$ cat src/rtl/conv_mac_sequencer_if.sv
// Window-sequencer bus: start/kernel control, index-stage strobe/data and result handshake.
// master = sequencer side, slave = surrounding control / index stage / downstream.
interface conv_mac_sequencer_if #(
  parameter int unsigned MAX_KERNEL = 3,
  parameter int unsigned ACC_W      = 20
);
  localparam int unsigned KS_W  = $clog2(MAX_KERNEL + 1);
  localparam int unsigned IDX_W = (MAX_KERNEL > 1) ? $clog2(MAX_KERNEL) : 1;

  logic                    start;
  logic [KS_W-1:0]         kernel_size;
  logic                    busy;
  logic [IDX_W-1:0]        cur_x;
  logic [IDX_W-1:0]        cur_y;
  logic                    en_strobe;
  logic [7:0]              pixel_v;
  logic [7:0]              kernel_v;
  logic signed [ACC_W-1:0] result;
  logic                    result_valid;
  logic                    result_ready;

  modport master (
    input  start, kernel_size, pixel_v, kernel_v, result_ready,
    output busy, cur_x, cur_y, en_strobe, result, result_valid
  );

  modport slave (
    output start, kernel_size, pixel_v, kernel_v, result_ready,
    input  busy, cur_x, cur_y, en_strobe, result, result_valid
  );
endinterface

$ cat src/rtl/conv_mac_sequencer.sv
// Walks a KxK window through the index stage one element per cycle and
// multiply-accumulates the returned pixel/coefficient pairs into a signed sum.
module conv_mac_sequencer #(
  parameter int unsigned MAX_KERNEL = 3,
  parameter int unsigned ACC_W      = 20
) (
  input  logic                 clk,
  input  logic                 rst,
  conv_mac_sequencer_if.master bus
);
  localparam int unsigned KS_W   = $clog2(MAX_KERNEL + 1);
  localparam int unsigned IDX_W  = (MAX_KERNEL > 1) ? $clog2(MAX_KERNEL) : 1;
  localparam int unsigned PROD_W = 17;

  typedef enum logic [1:0] {IDLE, ISSUE, DRAIN, DONE} state_e;

  state_e                  state_q;
  logic [IDX_W-1:0]        cur_x_q, cur_y_q, k_last_q;
  logic                    en_strobe_q, strobe_d_q, valid_q, busy_q;
  logic signed [ACC_W-1:0] acc_q;

  logic [IDX_W-1:0]        k_last_c;
  logic signed [PROD_W-1:0] pix_c, coef_c, prod_c;
  logic signed [ACC_W-1:0] prod_ext_c;

  // Clamp requested edge to 1..MAX_KERNEL, stored as K-1
  always_comb begin
    k_last_c = IDX_W'(MAX_KERNEL - 1);
    if (bus.kernel_size == '0) begin
      k_last_c = '0;
    end else if (bus.kernel_size <= KS_W'(MAX_KERNEL)) begin
      k_last_c = IDX_W'(bus.kernel_size - KS_W'(1));
    end
  end

  // Unsigned pixel times signed coefficient always fits in 17 signed bits
  always_comb begin
    pix_c      = {9'b0, bus.pixel_v};
    coef_c     = {{9{bus.kernel_v[7]}}, bus.kernel_v};
    prod_c     = pix_c * coef_c;
    prod_ext_c = {{(ACC_W - PROD_W){prod_c[PROD_W-1]}}, prod_c};
  end

  always_ff @(posedge clk) begin
    if (rst) begin
      state_q     <= IDLE;
      cur_x_q     <= '0;
      cur_y_q     <= '0;
      k_last_q    <= '0;
      en_strobe_q <= 1'b0;
      strobe_d_q  <= 1'b0;
      valid_q     <= 1'b0;
      busy_q      <= 1'b0;
      acc_q       <= '0;
    end else begin
      // strobe_d tracks the index stage's one-cycle data register
      strobe_d_q <= en_strobe_q;
      if (strobe_d_q) begin
        acc_q <= acc_q + prod_ext_c;
      end

      case (state_q)
        IDLE: begin
          if (bus.start) begin
            k_last_q    <= k_last_c;
            acc_q       <= '0;
            cur_x_q     <= '0;
            cur_y_q     <= '0;
            en_strobe_q <= 1'b1;
            busy_q      <= 1'b1;
            state_q     <= ISSUE;
          end
        end
        ISSUE: begin
          if (cur_x_q == k_last_q && cur_y_q == k_last_q) begin
            en_strobe_q <= 1'b0;
            cur_x_q     <= '0;
            cur_y_q     <= '0;
            state_q     <= DRAIN;
          end else if (cur_x_q == k_last_q) begin
            cur_x_q <= '0;
            cur_y_q <= cur_y_q + IDX_W'(1);
          end else begin
            cur_x_q <= cur_x_q + IDX_W'(1);
          end
        end
        DRAIN: begin
          valid_q <= 1'b1;
          state_q <= DONE;
        end
        DONE: begin
          if (bus.result_ready) begin
            valid_q <= 1'b0;
            busy_q  <= 1'b0;
            state_q <= IDLE;
          end
        end
        default: state_q <= IDLE;
      endcase
    end
  end

  assign bus.cur_x        = cur_x_q;
  assign bus.cur_y        = cur_y_q;
  assign bus.en_strobe    = en_strobe_q;
  assign bus.busy         = busy_q;
  assign bus.result       = acc_q;
  assign bus.result_valid = valid_q;
endmodule

$ cat src/flat_wrapper.sv
// flat-port wrapper written by rule: the top's interface ports become plain ports
module conv_mac_sequencer_flat 
#(
  parameter int unsigned MAX_KERNEL = 3,
  parameter int unsigned ACC_W      = 20
)
  (clk, rst, bus_start, bus_kernel_size, bus_pixel_v, bus_kernel_v, bus_result_ready, bus_busy, bus_cur_x, bus_cur_y, bus_en_strobe, bus_result, bus_result_valid);
  conv_mac_sequencer_if #(.MAX_KERNEL(MAX_KERNEL), .ACC_W(ACC_W)) bus_i ();
  input  logic clk;
  input  logic rst;
  input wire logic [$bits(bus_i.start)-1:0] bus_start;
  input wire logic [$bits(bus_i.kernel_size)-1:0] bus_kernel_size;
  input wire logic [$bits(bus_i.pixel_v)-1:0] bus_pixel_v;
  input wire logic [$bits(bus_i.kernel_v)-1:0] bus_kernel_v;
  input wire logic [$bits(bus_i.result_ready)-1:0] bus_result_ready;
  output wire logic [$bits(bus_i.busy)-1:0] bus_busy;
  output wire logic [$bits(bus_i.cur_x)-1:0] bus_cur_x;
  output wire logic [$bits(bus_i.cur_y)-1:0] bus_cur_y;
  output wire logic [$bits(bus_i.en_strobe)-1:0] bus_en_strobe;
  output wire logic [$bits(bus_i.result)-1:0] bus_result;
  output wire logic [$bits(bus_i.result_valid)-1:0] bus_result_valid;
  assign bus_i.start = bus_start;
  assign bus_i.kernel_size = bus_kernel_size;
  assign bus_i.pixel_v = bus_pixel_v;
  assign bus_i.kernel_v = bus_kernel_v;
  assign bus_i.result_ready = bus_result_ready;
  assign bus_busy = bus_i.busy;
  assign bus_cur_x = bus_i.cur_x;
  assign bus_cur_y = bus_i.cur_y;
  assign bus_en_strobe = bus_i.en_strobe;
  assign bus_result = bus_i.result;
  assign bus_result_valid = bus_i.result_valid;
  conv_mac_sequencer #(.MAX_KERNEL(MAX_KERNEL), .ACC_W(ACC_W)) u_core (.clk(clk), .rst(rst), .bus(bus_i));
endmodule
$ cat config.mk
export PLATFORM = sky130hd
export DESIGN_NAME = conv_mac_sequencer_flat
export DESIGN_NICKNAME = d
export VERILOG_FILES = /design/src/rtl/conv_mac_sequencer_if.sv /design/src/rtl/conv_mac_sequencer.sv /design/src/flat_wrapper.sv
export SDC_FILE = /design/constraint.sdc
export NUM_CORES = 1
export LEC_CHECK = 0
export CAP_MARGIN = 20
export CELL_PAD_IN_SITES_DETAIL_PLACEMENT = 1
export CELL_PAD_IN_SITES_GLOBAL_PLACEMENT = 1
export CORE_ASPECT_RATIO = 1.25
export CORE_MARGIN = 2
export CORE_UTILIZATION = 48
export CTS_CLUSTER_DIAMETER = 50
export DETAILED_ROUTE_END_ITERATION = 8
export GPL_ROUTABILITY_DRIVEN = 1
export PLACE_DENSITY = 0.93
export SLEW_MARGIN = 20
export SYNTH_ARGS = -nofsm -noshare
export SYNTH_HDL_FRONTEND = slang
export SYNTH_SLANG_ARGS = --single-unit
$ cat constraint.sdc
create_clock -name clk -period 8.4 [get_ports clk]
set_input_delay 1.26 -clock clk [delete_from_list [all_inputs] [get_ports clk]]
set_output_delay 1.26 -clock clk [all_outputs]
set_load 0.02 [all_outputs]
## Word level (Yosys, flattened, before mapping)

Index checks and enable logic that the tools add are counted.

| operators by class | value |
|---|---|
| $add $sub $neg | 4 |
| multiply operators | 1 |
| magnitude comparators | 1 |
| equality and inequality tests | 9 |
| multiplexer cells | 22 |
| reduce and logical (&&, ||, !) cells | 13 |

Operator list:

| cell | number |
|---|---|
| $mux 20 | 3 |
| $add 20x17->20 | 1 |
| $mux 2 | 10 |
| $mul 9x8->17 | 1 |
| $reduce_and 3->1 | 4 |
| $pmux 2 s2 | 2 |
| $pmux 2 s4 | 1 |
| $pmux 1 s2 | 3 |
| $reduce_and 2->1 | 3 |
| $reduce_bool 2->1 | 3 |
| $add 2x1->2 const B | 2 |
| $eq 2x2->1 | 2 |
| $eq 2x2->1 const B | 2 |
| $logic_not 2->1 | 2 |
| $ne 2x2->1 const B | 2 |
| $mux 1 | 3 |
| $ne 3x1->1 const B | 1 |
| $eq 2x1->1 const B | 1 |
| $le 2x2->1 const B | 1 |
| $ne 2x1->1 const B | 1 |
| $sub 2x1->2 const B | 1 |
| $logic_and 1x1->1 | 1 |

| word-level totals | value |
|---|---|
| flip-flop bits (word level) | 32 |
| output and inout bits | 27 |
| word-level logic and storage cells | 59 |

## Logic depth before layout (Yosys ltp)

Gate-level depths: netlist of run 1.

| depth | value |
|---|---|
| depth in word-level cells | 5 |
| depth in mapped cells | 19 |
| mapped depth without buffers | 18 |

## Worst setup path before layout of run 1

No wires, ideal clock.

| timing path | value |
|---|---|
| kind | input-to-reg |
| start | in bus_kernel_v[1] |
| end | reg u_core.acc_q[19], in the netlist u_core.bus.result[19] |
| data arrival time | 5.442 ns |
| setup slack | 2.834 ns |
| stages on the path | 15 |
| cell sequence | clkbuf_1 -> nand2_1 -> fa_1 -> inv_1 -> fa_1 -> fa_1 -> fa_1 -> fa_1 -> ha_1 -> o211ai_2 -> o211ai_2 -> a31oi_1 -> or3_4 -> a211oi_2 -> nand3_1 |

| on the way | value |
|---|---|
| cells in the longest elaborated chain, start to end | 5 |

RTL lines:

| element | RTL line | RTL |
|---|---|---|
| start, declared | flat_wrapper.sv:14 | `input wire logic [$bits(bus_i.kernel_v)-1:0] bus_kernel_v;` |
| $mul 9x8->17 (*) | conv_mac_sequencer.sv:40 | `prod_c = pix_c * coef_c;` |
| $add 20x17->20 (*) | conv_mac_sequencer.sv:59 | `acc_q <= acc_q + prod_ext_c;` |
| $mux 20 (*) | conv_mac_sequencer.sv:58 | `if (strobe_d_q) begin` |
| $mux 20 | conv_mac_sequencer.sv:64 | `if (bus.start) begin` |
| $mux 20 (*) | conv_mac_sequencer.sv:62 | `case (state_q)` |
| end signal, assigned | conv_mac_sequencer.sv:59 |  |
| end, declared | conv_mac_sequencer.sv:20 | `logic signed [ACC_W-1:0] acc_q;` |

Every way passes the cells marked *; elsewhere a longest branch is shown, timed or not.
A chain may end at the register's enable or synchronous reset.

## Worst setup path after layout of run 1

| timing path | value |
|---|---|
| start | in bus_kernel_v[7] |
| end | reg u_core.acc_q[16], in the netlist u_core.bus.result[16] |

The elaborated chain is that of the path after synthesis.

==> results of run 1 <==
## path summary, 6_finish.rpt
check / startpoint / end
setup / recovery: bus_kernel_v[7] / u_core.bus.result[16]
setup reg to reg: u_core.bus.result[4] / u_core.bus.result[16]
hold reg to reg: u_core.bus.busy / u_core.bus.busy
hold / removal: u_core.bus.busy / u_core.bus.busy
## kinds of logic (layout without fill, tap and decap cells)
group / Yosys count / in the layout / synth area share [%]
flops: 32 / 32 / 14.76
mux: 12 / 12 / 2.767
xor+xnor: 17 / 17 / 3.431
compound gates: 73 / 73 / 10.41
simple gates: 163 / 163 / 18.91
fa+ha+maj: 115 / 115 / 41.97
buf+inv: 88 / 131 / 7.754
## worst reg2reg max path, stage by stage, from the launching register on
cell,delay [ps]
dfxtp_1,370
inv_1,90
fa_1,540
inv_1,50
fa_1,490
ha_1,310
inv_1,60
fa_1,540
inv_1,40
ha_1,270
ha_1,210
inv_1,70
fa_1,390
nand2b_1,190
a21oi_1,260
a21oi_1,190
o21ai_0,390
nand4b_1,170
o211ai_1,140
## metrics by stage
step           utilization (%)  total power [mW]  hold slack [ps]  setup slack, ps
2_1_floorplan                -            0.9472            464.3             2834
3_3_place_gp             56.24             1.156            464.0             2006
3_5_place_dp             56.24             1.241            477.3             1824
4_1_cts                  57.51             1.417            490.2             2034
5_1_grt                  57.51             1.543            529.6             1797
6_report                 57.51             1.413            483.6             2029
## power breakdown
group	internal [mW]	total [mW]	switching [mW]	leakage (nW)
Clock	0.0878	0.155	0.0673	0.0541
Sequential	0.180	0.214	0.0338	0.260
Combinational	0.428	1.04	0.616	2.04
Total	0.696	1.41	0.717	2.35
## cell usage in the layout (no fill, tap or decap), drive strengths merged, types with 2 or more instances in the layout
master / n
or4: 2
and3: 3
nand2: 49
o211ai: 5
nor2: 35
xor2: 9
or3: 3
dfxtp: 32
nor3b: 3
nand4: 5
a31oi: 3
clkbuf: 5
nand2b: 7
ha: 64
o21a: 5
nand3: 7
nor3: 7
o21ai: 20
xnor2: 8
o22ai: 2
nand4b: 2
nor2b: 5
a21oi: 29
clkdlybuf4s50: 48
mux2i: 12
a21o: 2
inv: 74
fa: 51
and2: 29
a211oi: 4
nand3b: 4
## registers in the layout (all words and copies together), names as in the netlist
signal                   cells
u_core.state_q               2
u_core.strobe_d_q            1
u_core.bus.cur_y             2
u_core.k_last_q              2
u_core.bus.result_valid      1
u_core.bus.cur_x             2
u_core.bus.en_strobe         1
u_core.bus.busy              1
u_core.bus.result           20
## synth_stat cells
| cell | number |
|---|---|
| fa_1 | 51 |
| nor3_1 | 6 |
| a31oi_1 | 3 |
| clkbuf_2 | 1 |
| nand2_1 | 49 |
| and3_1 | 3 |
| nand3_1 | 7 |
| and2_1 | 29 |
| o21bai_1 | 1 |
| a211oi_2 | 1 |
| o21ai_0 | 18 |
| xor2_1 | 9 |
| a21o_1 | 2 |
| or4_1 | 2 |
| o21ai_1 | 2 |
| ha_1 | 64 |
| o211ai_1 | 3 |
| o21a_1 | 5 |
| nor3_2 | 1 |
| a211o_1 | 1 |
| or3_1 | 2 |
| mux2i_1 | 12 |
| a21oi_2 | 2 |
| buf_2 | 4 |
| xnor2_1 | 8 |
| nand4b_1 | 2 |
| nand3b_1 | 4 |
| nor2_1 | 35 |
| nand2b_1 | 7 |
| o32a_1 | 1 |
| o22ai_2 | 1 |
| o211ai_2 | 2 |
| clkbuf_1 | 9 |
| o22ai_1 | 1 |
| a211oi_1 | 3 |
| or3_4 | 1 |
| nor4b_1 | 1 |
| nand4_1 | 5 |
| or2_2 | 1 |
| inv_1 | 74 |
| dfxtp_1 | 32 |
| a21oi_1 | 27 |
| nor3b_1 | 3 |
| nor2b_1 | 5 |
## per-layer routing
layer / vias up / routed length [um] / track usage [%]
met5: - / 0 / 0
met4: 0 / 401 / 11.09
met3: 36 / 312 / 2.978
met2: 82 / 6841 / 52.72
met1: 1833 / 4745 / 30.32
li1: 1716 / - / -
## final cells by class
class	count	area (um2)
fill	1045	3717
multi-input combinational	380	3363
sequential	32	640.6
timing repair buffer	49	488.0
inverter	74	277.8
tap	120	150.1
clock buffer	5	68.82
clock inverter	3	42.54
==> flow_metrics.env, run 1 <==
export IMPL_viasPerCell=5.531
export IMPL_rows=38
export IMPL_drv_cap=0
export IMPL_grt_use_total_pct=27.52
export IMPL_clk_pin_slew_ps=70
export IMPL_avgSynthCellArea_um2=8.681
export IMPL_ys_seq_area_share_pct=14.76
export IMPL_ios=49
export IMPL_portBuffers=48
export IMPL_ys_types=44
export IMPL_synth_area_um2=4340
export IMPL_ys_ff_latch=32
export IMPL_initial_core_util_pct=49.61
export IMPL_dp_cells=655
export IMPL_vias=3667
export IMPL_grt_pass1_vias=4224
export IMPL_crit_buf_inv=4
export IMPL_crit_path_frequent_cell="fa_1"
export IMPL_die_area_um2=9824
export IMPL_drc_errors=0
export IMPL_antenna_found_initial=0
export IMPL_core_area_um2=8748
export IMPL_finalWirelength_mm=12.30
export IMPL_worst_pin_slew_ps=1022
export IMPL_fin_crit_ps=6371
export IMPL_clk_latency_ps=300
export IMPL_syn2layout_area_growth_pct=15.91
export IMPL_syn_inst=500
export IMPL_startpoint_type="input pin"
export IMPL_fin_crit_sh_pct=75.85
export IMPL_clockBufferDepth=2
export IMPL_clock_sinks=32
export IMPL_finClkSkew_ps=8.170
export IMPL_overflow=0
export IMPL_cts_buffers=5
export IMPL_synth_top_area_cell="fa_1"
export IMPL_max_slew_margin_pct=31.84
export IMPL_postPlaceCellArea_um2=4920
export IMPL_htree_levels=2
export IMPL_firstDrtPassIters=4
export IMPL_r2r_cells=18
export IMPL_hold_path_class="reg2reg"
export IMPL_setup_tns_ps=0
export IMPL_cp_arrival_ps=6540
export IMPL_synth_top_area_share_pct=23.52
export IMPL_postCtsResizedCells=0
export IMPL_p_per_area_nw_per_um2=280.9
export IMPL_required_ps=8570
export IMPL_nets=679
export IMPL_worst_setup_path_end_kind="flop"
export IMPL_worstPathCellList="clkdlybuf4s50_1 > nand2b_1 > fa_1 > inv_1 > fa_1 > inv_1 > fa_1 > inv_1 > fa_1 > ha_1 > ha_1 > and3_1 > and2_1 > a21oi_1 > o21ai_0 > nand4b_1 > o211ai_1"
export IMPL_die_w_um=89.06
export IMPL_setup_viol=0
export IMPL_syn_nets=637
export IMPL_first_iter_violations=117
export IMPL_drive_gt1_share_pct=3.315
export IMPL_finalNonFillerCells=663
export IMPL_place_congestion=0.8377
export IMPL_slowest_delay_ps=770
export IMPL_vdd_ir_drop_max_v=0.0001941
export IMPL_cts_setup_buffers=0
export IMPL_die_y_um=110.3
export IMPL_drv_slew=0
export IMPL_cts_root_buf="clkbuf_8"
export IMPL_yosys_warnings=0
export IMPL_diodes=0
export IMPL_grt_first_pass_wirelength_mm=20.71
export IMPL_hold_depth=2
export IMPL_outcome="finished clean"
export IMPL_rsz0062_at_grt="no"
export IMPL_max_freq_ghz=0.1570
export IMPL_worstSetupPathDepth=17
export IMPL_netlist_top_cells_area="fa_1 (24%), ha_1 (18%), dfxtp_1 (15%)"
export IMPL_post_dp_hpwl_mm=10.15
export IMPL_critPathTopFamily="adder cells"
export IMPL_cp_max_fo=9
export IMPL_p_leak_nw=2.349
export IMPL_grt_max_degree=21
export IMPL_cts_tree="done"
export IMPL_r2r_slack_ps=3560
export IMPL_antenna_left=0
export IMPL_hold_viol=0
export IMPL_hold_buffers=0
export IMPL_crit_slowest_cell="clkdlybuf4s50_1"
export IMPL_stdcell_area_um2=5031
export IMPL_crit_type="in2reg"
export IMPL_routedWlPerCell_um=18.55
Note: power is estimated with default switching activity, not from simulation.
==> inputs of run 2 (changes only) <==
CORE_UTILIZATION = 40   (was 48)
PLACE_DENSITY = 0.83   (was 0.93)
clock period = 5.6 ns   (was 8.4 ns; I/O delays follow)
==> run 2 against run 1 <==
Against the previous run: wire length is 5.7% higher; final cell count is 9.4% higher; critical path depth stayed put; largest power group unchanged; non-clock buffer count is 50 higher; clock skew is 2.2 ps lower; total power is 82% higher; sequential power is 46% higher; critical path type unchanged.
==> flow_metrics.env, run 2 (same netlist as run 1, synthesis figures left out) <==
export IMPL_largest_reg_flops=20
export IMPL_r2r_slack_ps=960
export IMPL_seq_area_um2=640.6
export IMPL_portBuffers=48
export IMPL_cp_arrival_ps=5520
export IMPL_worst_slack_ps=230.0
export IMPL_viasPerCell=5.327
export IMPL_hold_buffers=0
export IMPL_first_iter_violations=144
export IMPL_cts_root_buf="clkbuf_16"
export IMPL_post_dp_hpwl_mm=10.81
export IMPL_fillCellCount=1238
export IMPL_p_total_mw=2.573
export IMPL_syn2layout_area_growth_pct=28.05
export IMPL_rows=42
export IMPL_grt_pass1_vias=4521
export IMPL_hold_path_class="reg2reg"
export IMPL_worst_setup_path_end_kind="flop"
export IMPL_startpoint_type="input pin"
export IMPL_cts_buffers=5
export IMPL_max_freq_ghz=0.1862
export IMPL_mostFrequentLayoutCells="inv_1 (73), ha_1 (63), buf_4 (51), fa_1 (50), nand2_1 (49)"
export IMPL_place_ws_ps=-328.7
export IMPL_fin_crit_ps=5370
export IMPL_fin_crit_sh_pct=95.89
export IMPL_p_leak_nw=2.753
export IMPL_p_sw_share_pct=46.04
export IMPL_drc_errors=0
export IMPL_ios=49
export IMPL_max_slew_margin_pct=47.87
export IMPL_multi_input_area_um2=3402
export IMPL_nets=729
export IMPL_antenna_left=0
export IMPL_final_common_cell="inv_1"
export IMPL_grt_use_total_pct=23.25
export IMPL_postPlaceCellArea_um2=5310
export IMPL_required_ps=5750
export IMPL_clockBufferDepth=2
export IMPL_routedWlPerCell_um=17.93
export IMPL_die_y_um=120.5
export IMPL_overflow=0
export IMPL_combPwrFrac_pct=74.5
export IMPL_stdcell_area_um2=5558
export IMPL_grt_max_degree=32
export IMPL_finClkSkew_ps=5.995
export IMPL_worst_pin_slew_ps=782.0
export IMPL_wl_met3_um=344
export IMPL_rsz0062_at_grt="no"
export IMPL_die_w_um=97.17
export IMPL_hold_viol=0
export IMPL_die_area_um2=11710
export IMPL_timing_rr_start="u_core.bus.result[6]"
export IMPL_final_util_pct=52.62
export IMPL_clk_latency_ps=280
export IMPL_cp_max_fo=4
export IMPL_cts_setup_buffers=0
export IMPL_min_from="u_core.bus.busy"
export IMPL_internal_power_mw=1.388
export IMPL_diodes=0
export IMPL_setup_viol=0
export IMPL_cts_tree="done"
export IMPL_clk_pin_slew_ps=60
export IMPL_wl_met2_mm=7.328
export IMPL_p_switching_mw=1.185
export IMPL_grt_first_pass_wirelength_mm=21.88
export IMPL_finalNonFillerCells=725
export IMPL_drv_slew=0
export IMPL_crit_type="in2reg"
export IMPL_finalWirelength_mm=13.00
export IMPL_vdd_ir_drop_max_v=0.0002700
export IMPL_firstDrtPassIters=4
export IMPL_initial_core_util_pct=41.09
export IMPL_clockPowerShare_pct=13.3
export IMPL_startpoint="bus_pixel_v[4]"
export IMPL_vias=3862
export IMPL_setup_tns_ps=0
export IMPL_clock_sinks=32
export IMPL_p_per_area_nw_per_um2=463.0
export IMPL_wl_met1_mm=4.817
export IMPL_dp_cells=717
export IMPL_seq_power_share_pct=12.2
export IMPL_antenna_found_initial=0
export IMPL_outcome="finished clean"
export IMPL_place_congestion=0.8753
export IMPL_drive_gt1_share_pct=12.82
export IMPL_drv_cap=0
export IMPL_routed_top_layer="met4"
export IMPL_core_area_um2=10560
export IMPL_worst_hold_slack_ps=497.5
export IMPL_htree_levels=2
[run 2: cell count changes in the layout (fill, tap and decap cells not counted), sizes merged]
cell and change:
buf +50, clkinv -1, clkinvlp -1, dlymetal6s2s +12, clkbuf +2, clkdlybuf4s50 -15
dlygate4sd2 +3
[run 2: worst max-delay path, cell delays in order]
cell,delay [ps]
dlygate4sd2_1,290
nand2b_1,190
fa_1,550
inv_1,50
fa_1,550
inv_1,60
fa_1,550
inv_1,70
fa_1,480
ha_1,310
ha_1,340
a21oi_2,200
o21ai_1,130
or4_4,510
o22ai_2,140
xor2_1,170
a21oi_1,80
[run 2: path summary, 6_finish.rpt]
kind | cells past startpoint | endpoint
max reg2reg | 16 | u_core.bus.result[19]
max | 17 | u_core.bus.result[18]
min | 2 | u_core.bus.busy
min reg2reg | 2 | u_core.bus.busy
[run 2: repair_timing]
action,4_1_cts,5_1_grt
pin swaps,0,4
gates resized for setup,7,16
setup endpoints to repair,5,9
[run 2: area by class of cell]
cell class | count | share of cell area, %
Clock buffer | 7 | 2.747
Inverter | 74 | 4.998
Sequential cell | 32 | 11.53
Tap cell | 132 | 2.972
Multi-Input combinational cell | 380 | 61.21
Clock inverter | 1 | 0.5403
Timing Repair Buffer | 99 | 16.01
[run 2: layer usage]
| metal | up-vias | track usage [%] |
|---|---|---|
| li1 | 1812 | - |
| met4 | 0 | 10.30 |
| met3 | 41 | 2.948 |
| met1 | 1922 | 24.49 |
| met2 | 87 | 45.66 |
| met5 | - | 0 |
[run 2: power by group through the flow]
stage	registers (mW)	clock network, mW	logic (mW)
finish	0.313	0.342	1.92
detailed placement	0.317	0	1.86
global placement	0.314	0	1.71
CTS	0.313	0.351	1.89
global route	0.319	0.359	2.12
floorplan	0.345	0	1.08
